===== src/rtl/ntt_addr_gen.sv =====
// ntt_addr_gen: per-lane port-A address, olen and zeta index sequencer for the 8-BU 256-point NTT/INTT.
// Latency: outputs are registered; start at edge T gives the first valid butterfly at edge T+1.
// Backpressure: none by default; with ADDR_GEN_STALL_EN, stall_i freezes RUN/GAP counters and all outputs.
module ntt_addr_gen #(
    parameter int ADDR_WIDTH = 8,
    parameter int ADDR_ZETA  = 7,
    parameter int GAP_CYCLES = 4
) (
    input  logic                      clk_i,
    input  logic                      rst_i,
    input  logic                      start_decode,
    input  logic                      is_NTT,
`ifdef ADDR_GEN_STALL_EN
    input  logic                      stall_i,
`endif
    output logic [8*ADDR_WIDTH-1:0]   addr_core_o,
    output logic [7:0]                olen,
    output logic [8*ADDR_ZETA-1:0]    addr_zeta_o,
    output logic                      valid_o,
    output logic [2:0]                layer_o,
    output logic                      busy_o,
    output logic                      done_o
);

    localparam int         LANES      = 8;
    localparam logic [1:0] S_IDLE     = 2'd0;
    localparam logic [1:0] S_RUN      = 2'd1;
    localparam logic [1:0] S_GAP      = 2'd2;
    localparam logic [1:0] S_DONE     = 2'd3;
    localparam logic [2:0] LAST_LAYER = 3'd6;
    localparam logic [3:0] GAP_LAST   = (GAP_CYCLES > 0) ? 4'(GAP_CYCLES - 1) : 4'd0;

    logic [1:0] state;
    logic       mode;
    logic [2:0] layer;
    logic [3:0] cnt;
    logic [3:0] gap_cnt;
    logic       hold;

    logic [2:0] shift_s;
    logic [7:0] len_c;
    logic [6:0] lane_mask;
    logic [6:0] lane_b;
    logic [6:0] lane_g;
    logic [7:0] lane_addr;
    logic [7:0] lane_zeta;
    logic [8*ADDR_WIDTH-1:0] addr_nxt;
    logic [8*ADDR_ZETA-1:0]  zeta_nxt;

`ifdef ADDR_GEN_STALL_EN
    assign hold = stall_i && ((state == S_RUN) || (state == S_GAP));
`else
    assign hold = 1'b0;
`endif

    always_ff @(posedge clk_i or negedge rst_i) begin
        if (!rst_i) begin
            state   <= S_IDLE;
            mode    <= 1'b0;
            layer   <= 3'd0;
            cnt     <= 4'd0;
            gap_cnt <= 4'd0;
        end else if (!hold) begin
            case (state)
                S_IDLE: begin
                    if (start_decode) begin
                        state <= S_RUN;
                        mode  <= is_NTT;
                        layer <= 3'd0;
                        cnt   <= 4'd0;
                    end
                end
                S_RUN: begin
                    // cnt wraps 15 -> 0, which is exactly the next layer's first cycle
                    cnt <= cnt + 4'd1;
                    if (cnt == 4'd15) begin
                        if (layer == LAST_LAYER) begin
                            state <= S_DONE;
                        end else if (GAP_CYCLES > 0) begin
                            state   <= S_GAP;
                            gap_cnt <= GAP_LAST;
                        end else begin
                            layer <= layer + 3'd1;
                        end
                    end
                end
                S_GAP: begin
                    if (gap_cnt == 4'd0) begin
                        state <= S_RUN;
                        layer <= layer + 3'd1;
                        cnt   <= 4'd0;
                    end else begin
                        gap_cnt <= gap_cnt - 4'd1;
                    end
                end
                S_DONE:  state <= S_IDLE;
                default: state <= S_IDLE;
            endcase
        end
    end

    // len is a power of two, so addr is b with a zero bit inserted at position log2(len)
    always_comb begin
        shift_s   = mode ? (3'd7 - layer) : (layer + 3'd1);
        len_c     = 8'd1 << shift_s;
        lane_mask = 7'(len_c - 8'd1);
        lane_b    = '0;
        lane_g    = '0;
        lane_addr = '0;
        lane_zeta = '0;
        addr_nxt  = '0;
        zeta_nxt  = '0;
        for (int i = 0; i < LANES; i++) begin
            lane_b    = {3'(i), cnt};
            lane_g    = lane_b >> shift_s;
            lane_addr = {lane_b & ~lane_mask, 1'b0} | {1'b0, lane_b & lane_mask};
            lane_zeta = mode ? ((8'd1 << layer) + {1'b0, lane_g})
                             : ((8'd128 >> layer) - 8'd1 - {1'b0, lane_g});
            addr_nxt[i*ADDR_WIDTH +: ADDR_WIDTH] = ADDR_WIDTH'(lane_addr);
            zeta_nxt[i*ADDR_ZETA  +: ADDR_ZETA]  = ADDR_ZETA'(lane_zeta);
        end
    end

    always_ff @(posedge clk_i or negedge rst_i) begin
        if (!rst_i) begin
            addr_core_o <= '0;
            addr_zeta_o <= '0;
            olen        <= 8'd0;
            valid_o     <= 1'b0;
            layer_o     <= 3'd0;
            busy_o      <= 1'b0;
            done_o      <= 1'b0;
        end else if (!hold) begin
            valid_o <= (state == S_RUN);
            busy_o  <= (state != S_IDLE);
            done_o  <= (state == S_DONE);
            layer_o <= layer;
            if (state == S_RUN) begin
                addr_core_o <= addr_nxt;
                addr_zeta_o <= zeta_nxt;
                olen        <= len_c;
            end
        end
    end

endmodule


===== config.mk =====
export PLATFORM = sky130hd
export DESIGN_NAME = ntt_addr_gen
export DESIGN_NICKNAME = d
export VERILOG_FILES = /design/src/rtl/ntt_addr_gen.sv
export SDC_FILE = /design/constraint.sdc
export NUM_CORES = 1
export LEC_CHECK = 0
export CAP_MARGIN = 10
export CORE_MARGIN = 1.5
export CORE_UTILIZATION = 52
export CTS_CLUSTER_DIAMETER = 40
export DETAILED_ROUTE_END_ITERATION = 8
export PLACE_DENSITY = 0.83
export SETUP_SLACK_MARGIN = 0.3
export SKIP_CTS_REPAIR_TIMING = 1
export SYNTH_ARGS = -nofsm -noshare
export SYNTH_HDL_FRONTEND = slang
export SYNTH_SLANG_ARGS = --single-unit

===== constraint.sdc =====
create_clock -name clk_i -period 5 [get_ports clk_i]
set_clock_uncertainty 0.15 [all_clocks]
set_input_delay 0.75 -clock clk_i [delete_from_list [all_inputs] [get_ports clk_i]]
set_output_delay 0.75 -clock clk_i [all_outputs]
set_load 0.005 [all_outputs]

After elaboration in Yosys (flattened, before gate mapping)
Index checks and enable logic that the tools add are counted.
- flip-flop bits (word level): 148
- output and inout port bits: 134
- word-level logic and storage cells: 115
- add/subtract/negate cells: 22
- equal/unequal tests: 10
- shift operators: 11
- mux-type cells: 24
- bitwise operators: 25
- reductions and logical operators: 11
- operator list (cell ; count):
    $or A8 B7 Y8 ; 8
    $add A7 B7 Y7 ; 8
    $and A7 B7 Y7 ; 8
    $mux W7 ; 8
    $sub A7 B7 Y7 ; 8
    $and A6 B7 Y7 ; 4
    $shr A7 B3 Y7 ; 4
    $mux W4 ; 5
    $and A4 B7 Y7 ; 2
    $and A5 B7 Y7 ; 2
    $shr A6 B3 Y7 ; 2
    $sub A7 B1 Y7 const B ; 2
    $pmux W4 S3 ; 1
    $ne A2 B2 Y1 const B ; 5
    $mux W3 ; 3
    $reduce_and A3 Y1 ; 3
    $pmux W2 S4 ; 1
    $pmux W4 S2 ; 1
    $shl A1 B3 Y8 const A ; 1
    $shr A8 B3 Y7 const A ; 1
    $not A7 Y7 ; 1
    $shl A1 B3 Y7 const A ; 1
    $shr A4 B3 Y7 ; 1
    $shr A5 B3 Y7 ; 1
    17 further kinds ; 22

Logic depth before layout (Yosys ltp)
- word-level depth: 7
- mapped depth: 20
- depth with buffers taken out: 19

Worst setup path after synthesis
No wires, ideal clock.
- path type: reg-to-reg
- start: register layer[0]
- end: register addr_zeta_o[26]
- library setup time: 0.129 ns
- arrival time: 3.800 ns
- path slack: 0.921 ns
- stages on the path, launching flop included: 17
- clock period less this slack: 4.079 ns
- cells stage by stage: dfrtp_1 -> buf_2 -> inv_1 -> ha_1 -> nand2b_1 -> nand2_1 -> o311ai_0 -> nand2_1 -> inv_1 -> ha_1 -> nor2b_1 -> o21ai_0 -> nand2b_1 -> maj3_1 -> mux2i_1 -> nor3_1 -> o22ai_1
- longest elaborated chain between the ends: 5
- RTL lines (what ; RTL line ; source):
    start: declaration ; 35 ; logic [2:0] layer;
    start signal: assignment ; 83 ; layer <= layer + 3'd1;
    start signal: assignment ; 90 ; layer <= layer + 3'd1;
    parallel branches: the longest is 4 deep, another holds $sub A7 B1 Y7 ; n/a ;
    $mux W7 * ; 117 ; lane_zeta = mode ? ((8'd1 << layer) + {1'b0, lane_g})
    end signal: assignment ; 140 ; addr_zeta_o <= zeta_nxt;
    end: declaration ; 18 ; output logic [8*ADDR_ZETA-1:0] addr_zeta_o,
Mark *: on every way between the ends.
A chain may end at the register's enable or synchronous reset.

Worst setup path in the final report
- start: register layer[1]
- end: register addr_zeta_o[20]
Same word-level chain as after synthesis.

==> metrics.md <==
| Metric | Value |
|---|---|
| Outcome | completed |
| Cell row count | 47 |
| Die area | 0.0178 mm^2 |
| Sink Count | 97 |
| Root Driver | clkbuf_16 |
| Routed Antenna Nets | 0 |
| Setup_tns | 0 ns |
| CTS H-tree depth | 3 |
| Top cells by count, synth | nand2_1 (129), o21ai_0 (101), dfrtp_1 (97) |
| Layout cells sized above 1 | 6.74% |
| GRT Residual Overflow | 0 |
| GPL Wtd Cong | 1.04 |
| Area of the multi-input gates | 0.00556 mm^2 |
| Average wire per standard cell | 18.7 um |
| WP data required | 5.09 ns |
| CP arrival | 4.44 ns |
| Max-slew violations | 0 |
| Antenna diode count | 0 |
| Largest net degree at the start of global routing | 74 |
| Final hold violations | 0 |
| Switch Pwr | 2.97 mW |
| Synthesized flop and latch total | 97 |
| Area share of the largest cell type after synthesis | 27.5% |
| Sequential power share | 22.2% |
| Max Clk Rate | 230 MHz |
| Yosys cell types | 81 |
| Seq/Total Area, Yosys | 27.5% |
| IO buf count | 129 |
| Warnings from Yosys | 0 |
| Core region area | 0.0166 mm^2 |
| Post-detail-place hpwl | 19000 um |
| Worst-path maximum fanout | 11 |
| Mapped cell area | 0.00883 mm^2 |
| Worst skew pair latency | 0.36 ns |
| Filler instances | 1451 |
| Vias per Instance | 5.85 |
| Initial cell density of the core | 53.2% |
| Pin slew with the least headroom to its limit | 0.966 ns |
| DRT iter0 DRCs | 806 |
| Die Y | 133 um |
| Clock edge transition at the registers on the reported setup and hold paths | 0.07 ns |
| Rel. slew slack | 34.9% |
| RSZ-0062 raised after global routing | no |
| Mapped Cells | 1065 |
| Synthesis-to-layout area growth | 16.9% |
| PD cells | 643 mW/mm^2 |
| Kind of critical path | register to register |
| Max VDD drop | 0.000310 V |
| Die X | 133 um |
| Post-synth EDFFs | 0 |
| Final Setup Violations | 0 |
| Most common cell in the netlist | nand2_1 |
| Vias in the first global route | 7641 |
| Ports | 138 |
| Final worst path period need | 4.35 ns |
| Final #Nets | 1244 |
| Switching Share | 44.8% |
| Syn_area_per_cell | 8.29 um^2 |
| Comb pwr share | 67.1% |
| Yosys top cell by area | dfrtp_1 |
| Antenna violations before repair | 0 |
| Maxcap violations | 0 |
| Clk buf depth | 2 |
| Sequential Area | 0.00243 mm^2 |
| Drt pass-1 iters | 6 |
| CP Capture Type | register |
| Worst hold slack | 0.317 ns |
| Global Route Usage Sum | 29.3% |
| Type of the worst min-delay path | register to register |
| Clock share of power | 10.7% |
| Cts bufs inserted | 9 |
| Via count | 7969 |
| Global-route wire length before repair | 40600 um |
| Internal power | 3.66 mW |
| Fraction of registers with async set/reset | 100% |
| Fin crit share | 87.0% |
| CTS tree | yes |
| Final Core Density | 62.2% |
| Largest cells by area after synthesis | dfrtp_1 (28%), ha_1 (12%), o21ai_0 (5.7%) |
| Leakage | 4.63 nW |
| Top FF cell, synth | dfrtp_1 |
| Wirelength, routed | 25500 um |
| Post-route DRC | 0 |
| Crit start category | register |
==> metrics by stage <==
stage	area [um^2]	setup WS [ns]	total power, mW	std cells
finish	10300	0.651	6.63	1363
detailed placement	10000	0.535	5.86	1347
global placement	10000	0.726	5.76	1347
global route	10300	0.350	7.19	1363
floorplan	8850	0.921	4.26	1072
CTS	10300	0.517	6.60	1362
==> path summary, 6_finish.rpt <==
| path | from | endpoint | slack [ns] | depth (start not counted) |
|---|---|---|---|---|
| max | layer[1]$_DFFE_PN0P_ | addr_zeta_o[20]$_DFFE_PN0P_ | 0.65 | 15 |
| min | olen[3]$_DFFE_PN0P_ | olen[3]$_DFFE_PN0P_ | 0.32 | 2 |
| max reg2reg | layer[1]$_DFFE_PN0P_ | addr_zeta_o[20]$_DFFE_PN0P_ | 0.65 | 15 |
| min reg2reg | olen[3]$_DFFE_PN0P_ | olen[3]$_DFFE_PN0P_ | 0.32 | 2 |
| max in group asynchronous | rst_i | addr_zeta_o[32]$_DFFE_PN0P_ | 3.40 | 2 |
| min in group asynchronous | rst_i | addr_zeta_o[16]$_DFFE_PN0P_ | 0.34 | 1 |
==> critical path, cell delays in order (launching register included) <==
cell	delay, ns
dfrtp_1	0.50
ha_1	0.26
ha_1	0.39
mux2i_1	0.37
buf_4	0.24
nand2_1	0.32
nand2_1	0.27
inv_1	0.10
fa_1	0.42
nor2b_1	0.25
o21ai_0	0.15
a21boi_0	0.24
o21ai_0	0.15
a21oi_1	0.17
nand3b_1	0.17
nand3_1	0.09
==> sequential cells by signal, indices dropped and copies added (netlist names) <==
register	flops
state	2
mode	1
olen	8
valid_o	1
gap_cnt	4
addr_core_o	13
done_o	1
layer	3
cnt	4
layer_o	3
addr_zeta_o	56
busy_o	1
==> power by group through the flow <==
stage          Clock [mW]  Sequential, mW  Combinational [mW]
5_1_grt             0.760            1.52                4.90
3_5_place_dp            0            1.48                4.38
3_3_place_gp            0            1.47                4.29
4_1_cts             0.722            1.47                4.41
6_report            0.710            1.47                4.45
2_1_floorplan           0            1.40                2.86
==> cells by family (layout without fill, tap and decap cells) <==
logic type                 count (synthesis)  after routing  synth area share (%)
and+or+nand+nor                          300            300                  15.8
AOI/OAI and AO/OA                        291            291                  20.1
buffers and inverters                    174            245                  9.94
adders and majority gates                108            108                  16.5
DFF                                       97             97                  27.5
xor gates and xnor gates                  73             73                  7.50
muxes                                     21             21                  2.55
other                                      1              8                0.0425
==> layout make-up <==
type,instances,share of cell area (%)
Multi-Input combinational cell,801,53.9
Sequential cell,97,23.6
Timing Repair Buffer,153,14.2
Inverter,77,2.81
Tap cell,220,2.67
Clock buffer,11,2.35
Clock inverter,4,0.497
==> placed cells by master (no fill, tap or decap), types with 5 or more instances in the layout <==
cell             Yosys  layout
nor2b_1             26      26
a21o_1              18      18
nor3_1              14      14
dfrtp_1             97      95
o21bai_1             8       8
conb_1               1       8
clkdlybuf4s50_1      0     128
nand3_1             16      16
nand2b_1            10       9
fa_1                16      16
nand2_1            129     129
mux2_2               8       8
xor2_1              16      16
nor2_1              67      67
inv_1               71      71
o21ai_0            101     101
a21oi_1             79      79
o22ai_1              5       5
ha_1                85      85
o21ai_1              9       9
a31oi_1             11      11
and2_1               6       6
or3_1                5       5
xnor2_1             54      54
o21a_1               9       9
mux2i_1             12      12
buf_4               55      25
o211ai_1             7       7
clkbuf_16            0       9
==> per-layer routing <==
| layer | global-route usage [%] | share of wire (%) | vias up |
|---|---|---|---|
| li1 | - | - | 3749 |
| met1 | 39.1 | 42 | 3713 |
| met2 | 45.5 | 44 | 402 |
| met3 | 4.72 | 8.1 | 105 |
| met5 | 0 | 0 | - |
| met4 | 16.6 | 5.4 | 0 |
Power figures use the tool's default switching activity.
==> variant 1: new RTL, config.mk and constraints unchanged <==
The parameter `ADDR_ZETA` goes from 7 to 8.
--- a/src/rtl/ntt_addr_gen.sv
+++ b/src/rtl/ntt_addr_gen.sv
@@ -4,5 +4,5 @@
 module ntt_addr_gen #(
     parameter int ADDR_WIDTH = 8,
-    parameter int ADDR_ZETA  = 7,
+    parameter int ADDR_ZETA  = 8,
     parameter int GAP_CYCLES = 4
 ) (
Ports: changed (resized addr_zeta_o); port bits go from 138 to 146. The function was not compared with the original's and may differ.
==> variant 1 against the unedited design <==
Count of clock-buffer cells in the layout down 2. Cell count up 9.0%. Sequential cell count up 8. Worst setup slack worse by 0.083 ns. Synthesized area up 7.0%. Wire length up 6.4%. Die area up 6.8%. Cell area up 7.4%.
Power is left out: it rests on default switching activity, and per cell area and clock period it moved more than threefold.
==> variant 1: results (changes against the unedited design) <==
[worst_setup_path]
worst_flop_to_flop_path_endpoint = addr_zeta_o[46]
reg2reg_depth = 15  ; unchanged
critical_path_arrival_ns = 4.56  ; +0.12 ns
cpPeakStageDelay_ns = 0.48  ; -0.02 ns
largest_fanout_on_the_critical_path = 18  ; +7
worstReg2RegStart = layer[0]

[placed_design]
place.detailed.hpwl_mm = 20.7  ; +9.0%
port_buffers = 137  ; +6.2%
final_weighted_congestion_in_routability_driven_placement = 1.00  ; -3.1%
placed_cells_incl_taps = 1469  ; +9.1%
post-place-ws_ns = 0.547  ; +0.0113 ns

[yosys]
synth.top_cells.by_area = sky130_fd_sc_hd__dfrtp_1 (28%), sky130_fd_sc_hd__ha_1 (12%), sky130_fd_sc_hd__o21ai_0 (6.7%), sky130_fd_sc_hd__nand2_1 (6.6%), sky130_fd_sc_hd__xnor2_1 (5.6%)
post_synth_xor_area_fraction_pct = 8.16  ; +0.66 points
synth_adder_area_share_pct = 15.8  ; -0.72 points
synth_compound_area_share_pct = 20.1  ; -0.033 points
unique_cell_type_count_in_the_yosys_netlist = 69  ; -15%
synth_common_cells = sky130_fd_sc_hd__nand2_1 (167), sky130_fd_sc_hd__o21ai_0 (126), sky130_fd_sc_hd__dfrtp_1 (105), sky130_fd_sc_hd__nor2_1 (91), sky130_fd_sc_hd__ha_1 (87)
synthesis.area_per_instance_um2 = 8.06  ; -2.7%
ys_seq_area_share_pct = 27.8  ; +0.32 points
muxShareOfSynthArea_pct = 2.20  ; -0.35 points

[global_routing]
grt_pass1_wl_mm = 42.7  ; +5.3%
via_count_of_the_first_global_routing_pass = 8014  ; +4.9%
grt_use_total_pct = 29.5  ; +0.12 points
largest_net_degree_at_the_start_of_global_routing = 101  ; +36%

[final_layout]
nNonClkBuffers = 167  ; +9.2%
multi_input_area_um2 = 5960  ; +7.3%
seq-cell-share_pct = 23.7  ; +0.18 points
postLayoutCoreUtil_pct = 61.8  ; -0.35 points
n_sequential_cell = 105  ; +8.2%
fillers = 1609  ; +11%
nNonClkInverters = 79  ; +2.6%
multi_input_comb_cells = 889  ; +11%
finalNetCount = 1358  ; +9.2%
fin_area_um2 = 11100  ; +7.4%
final_layout_size_suffix_gt1_share_pct = 5.89  ; -0.84 points
signal_buffer_area_fraction_pct = 14.4  ; +0.15 points
reg_top3 = addr_zeta_o x64, addr_core_o x13, olen x8
clock_tree_area_fraction_pct = 2.76  ; -0.094 points

[sta]
finalCritPeriodShare_pct = 88.6  ; +1.7 points
worst_slew_pin_slew_ns = 0.957  ; -0.00866 ns
finalHoldWorstSlack_ns = 0.289  ; -0.0281 ns

[detailed_routing]
detail_route.vias_per_cell = 5.75  ; -1.7%
wl_mm = 27.1  ; +6.4%
drtPass1Iterations = 6  ; unchanged
drt-initial-drc-count = 840  ; +4.2%
routed-via-count = 8535  ; +7.1%

[clocking]
cts-root-to-sink-buffers = 2  ; unchanged
clk_pin_slew_ns = 0.08
cts_made_buffers = 9  ; unchanged

[worst_hold_path]
hold_path.class = primary input to asynchronous set/reset pin

[run_status]
status = finished clean

## variant 1: cell types whose count changed in the layout (fill, tap and decap cells not counted), moves of 8 or more
cell,before,now
sky130_fd_sc_hd__dfrtp_1,95,104
sky130_fd_sc_hd__a21oi_1,79,65
sky130_fd_sc_hd__nor2_1,67,91
sky130_fd_sc_hd__xor2_1,16,28
sky130_fd_sc_hd__a211oi_1,0,16
sky130_fd_sc_hd__o21ai_0,101,125
sky130_fd_sc_hd__nand2_1,129,166
sky130_fd_sc_hd__o31ai_1,2,10
sky130_fd_sc_hd__clkdlybuf4s50_1,128,136
## variant 1: metal layers
metal	wire length [µm]	part of all wire (%)	GRT usage, %
met4	752	2.8	9.49
met5	0	0	0
met1	11900	44	41.2
met2	12400	46	46.1
met3	2090	7.7	5.30
==> variant 2: new RTL, same settings <==
Without the edit above. Make the reset (`rst_i`) synchronous in 2 clocked blocks.
--- a/src/rtl/ntt_addr_gen.sv
+++ b/src/rtl/ntt_addr_gen.sv
@@ -54,5 +54,5 @@
 `endif
 
-    always_ff @(posedge clk_i or negedge rst_i) begin
+    always_ff @(posedge clk_i) begin
         if (!rst_i) begin
             state   <= S_IDLE;
@@ -122,5 +122,5 @@
     end
 
-    always_ff @(posedge clk_i or negedge rst_i) begin
+    always_ff @(posedge clk_i) begin
         if (!rst_i) begin
             addr_core_o <= '0;
Function: differs if rst_i is asserted again (counterexample within 4 cycles, from zero or initial values and one cycle with rst_i low); with rst_i held inactive, the same outputs for 10 cycles.
==> variant 2 against the unedited design <==
Global-route usage increased by 2.4 points. Non-clock buffer count up 15. Wire length increased by 4.7%. Cell area decreased by 2.3%. Synthesized area fell by 3.9%. Sequential cell count did not move. Worst setup slack worse by 0.090 ns. First-iteration DRC count rose by 2.9%. Critical path type unchanged. Largest cell class unchanged.
Power is left out: it rests on default switching activity, and per cell area and clock period it moved more than threefold.
==> variant 2: results (changes against the unedited design) <==
[yosys]
synth.top_cells.by_area = sky130_fd_sc_hd__dfxtp_1 (23%), sky130_fd_sc_hd__ha_1 (12%), sky130_fd_sc_hd__xnor2_1 (5.5%), sky130_fd_sc_hd__a21oi_1 (5.4%), sky130_fd_sc_hd__nand2_1 (5.4%)
ys_seq_area_share_pct = 22.9  ; -4.6 points
synth_async_sr_flop_share_pct = 0  ; -100 points
synth_common_cells = sky130_fd_sc_hd__nand2_1 (121), sky130_fd_sc_hd__dfxtp_1 (97), sky130_fd_sc_hd__a21oi_1 (92), sky130_fd_sc_hd__ha_1 (81), sky130_fd_sc_hd__nor2_1 (78)
unique_cell_type_count_in_the_yosys_netlist = 69  ; -15%

[worst_setup_path]
path_delay_family = compound AO/OA/AOI/OAI gates
reg2reg_depth = 17  ; +2
critical_path_arrival_ns = 4.51  ; +0.07 ns
largest_fanout_on_the_critical_path = 7  ; -4
destination_of_the_critical_timing_path = addr_zeta_o[45]
timing.critical_path.slowest_stage_cell = sky130_fd_sc_hd__dfxtp_1
cpPeakStageDelay_ns = 0.45  ; -0.05 ns

[global_routing]
antenna_found_initial = 1  ; +1
grt_use_total_pct = 31.8  ; +2.4 points
grt_pass1_wl_mm = 41.2  ; +1.7%
via_count_of_the_first_global_routing_pass = 7543  ; -1.3%
largest_net_degree_at_the_start_of_global_routing = 57  ; -23%

[sta]
finalHoldWorstSlack_ns = 0.300  ; -0.0172 ns
fmaxAchievable_mhz = 225  ; -2.0%
worst_slew_pin_slew_ns = 1.00  ; +0.0345 ns

[final_layout]
finalNetCount = 1266  ; +1.8%
final_layout_size_suffix_gt1_share_pct = 6.58  ; -0.16 points

[run_status]
status = finished clean

[worst_hold_path]
hold_path.startpoint = olen[7]
hold-path-endpoint = olen[7]

[placed_design]
final_weighted_congestion_in_routability_driven_placement = 1.00  ; -3.1%
place.detailed.hpwl_mm = 20.0  ; +5.0%

[detailed_routing]
detail_route.vias_per_cell = 5.89  ; +0.79%
routed_wire_length_per_instance_um = 19.2  ; +2.9%
drt-initial-drc-count = 829  ; +2.9%

[variant 2: changes by cell type after synthesis, sizes merged, moves of 6 or more]
| cell | change |
|---|---|
| nand2 | -9 |
| dfrtp | -97 |
| a211oi | +16 |
| o21a | +7 |
| buf | +6 |
| a21oi | +12 |
| o21ai | -37 |
| dfxtp | +97 |
| nor2 | +10 |
| xor2 | +7 |
| mux2i | +9 |
[variant 2: layout make-up]
type / count / share of cell area [%]
flip-flops and latches: 97 / 19.3
repair buffers: 168 / 15.7
clock buffers: 9 / 2.23
clock inverters: 7 / 0.832
diodes: 1 / 0.0248
multi-input cells: 815 / 56.5
inverters: 74 / 2.76
well taps: 216 / 2.68
[variant 2: routing by layer]
layer  track usage (%)  wire length [µm]  up-vias
li1                  -                 -     3864
met4              16.9              1240        0
met5                 0                 0        -
met2              49.4             11600      435
met3              5.94              2610       78
met1              41.9             11200     3796
[variant 2: kinds of logic (layout without fill, tap and decap cells)]
family          count (synthesis)  after routing  synth area share, %
fa+ha+maj                     106            106                 16.8
simple gates                  298            298                 16.2
xor+xnor                       78             78                 8.38
mux                            25             25                 3.01
buf+inv                       181            258                 10.6
flops                          97             97                 22.9
other cells                     1              9               0.0442
compound gates                300            300                 22.1
[variant 2: stage by stage]
| step | cells | instance area, µm² |
|---|---|---|
| after global placement | 1370 | 9750 |
| final | 1387 | 10100 |
| after detailed placement | 1370 | 9750 |
| after CTS | 1386 | 10100 |
| after floorplan | 1093 | 8510 |
| after global routing | 1386 | 10100 |
[variant 2: worst reg2reg max path: cells and delay by family, from the launching register on]
kind	cells	cell delay, ns
flip-flops	1	0.45
buffers and inverters	2	0.31
adder cells (fa/ha/maj)	2	0.60
AO/OA/AOI/OAI	5	1.22
multiplexers	1	0.38
AND/OR/NAND/NOR	5	0.89
XOR/XNOR	2	0.31
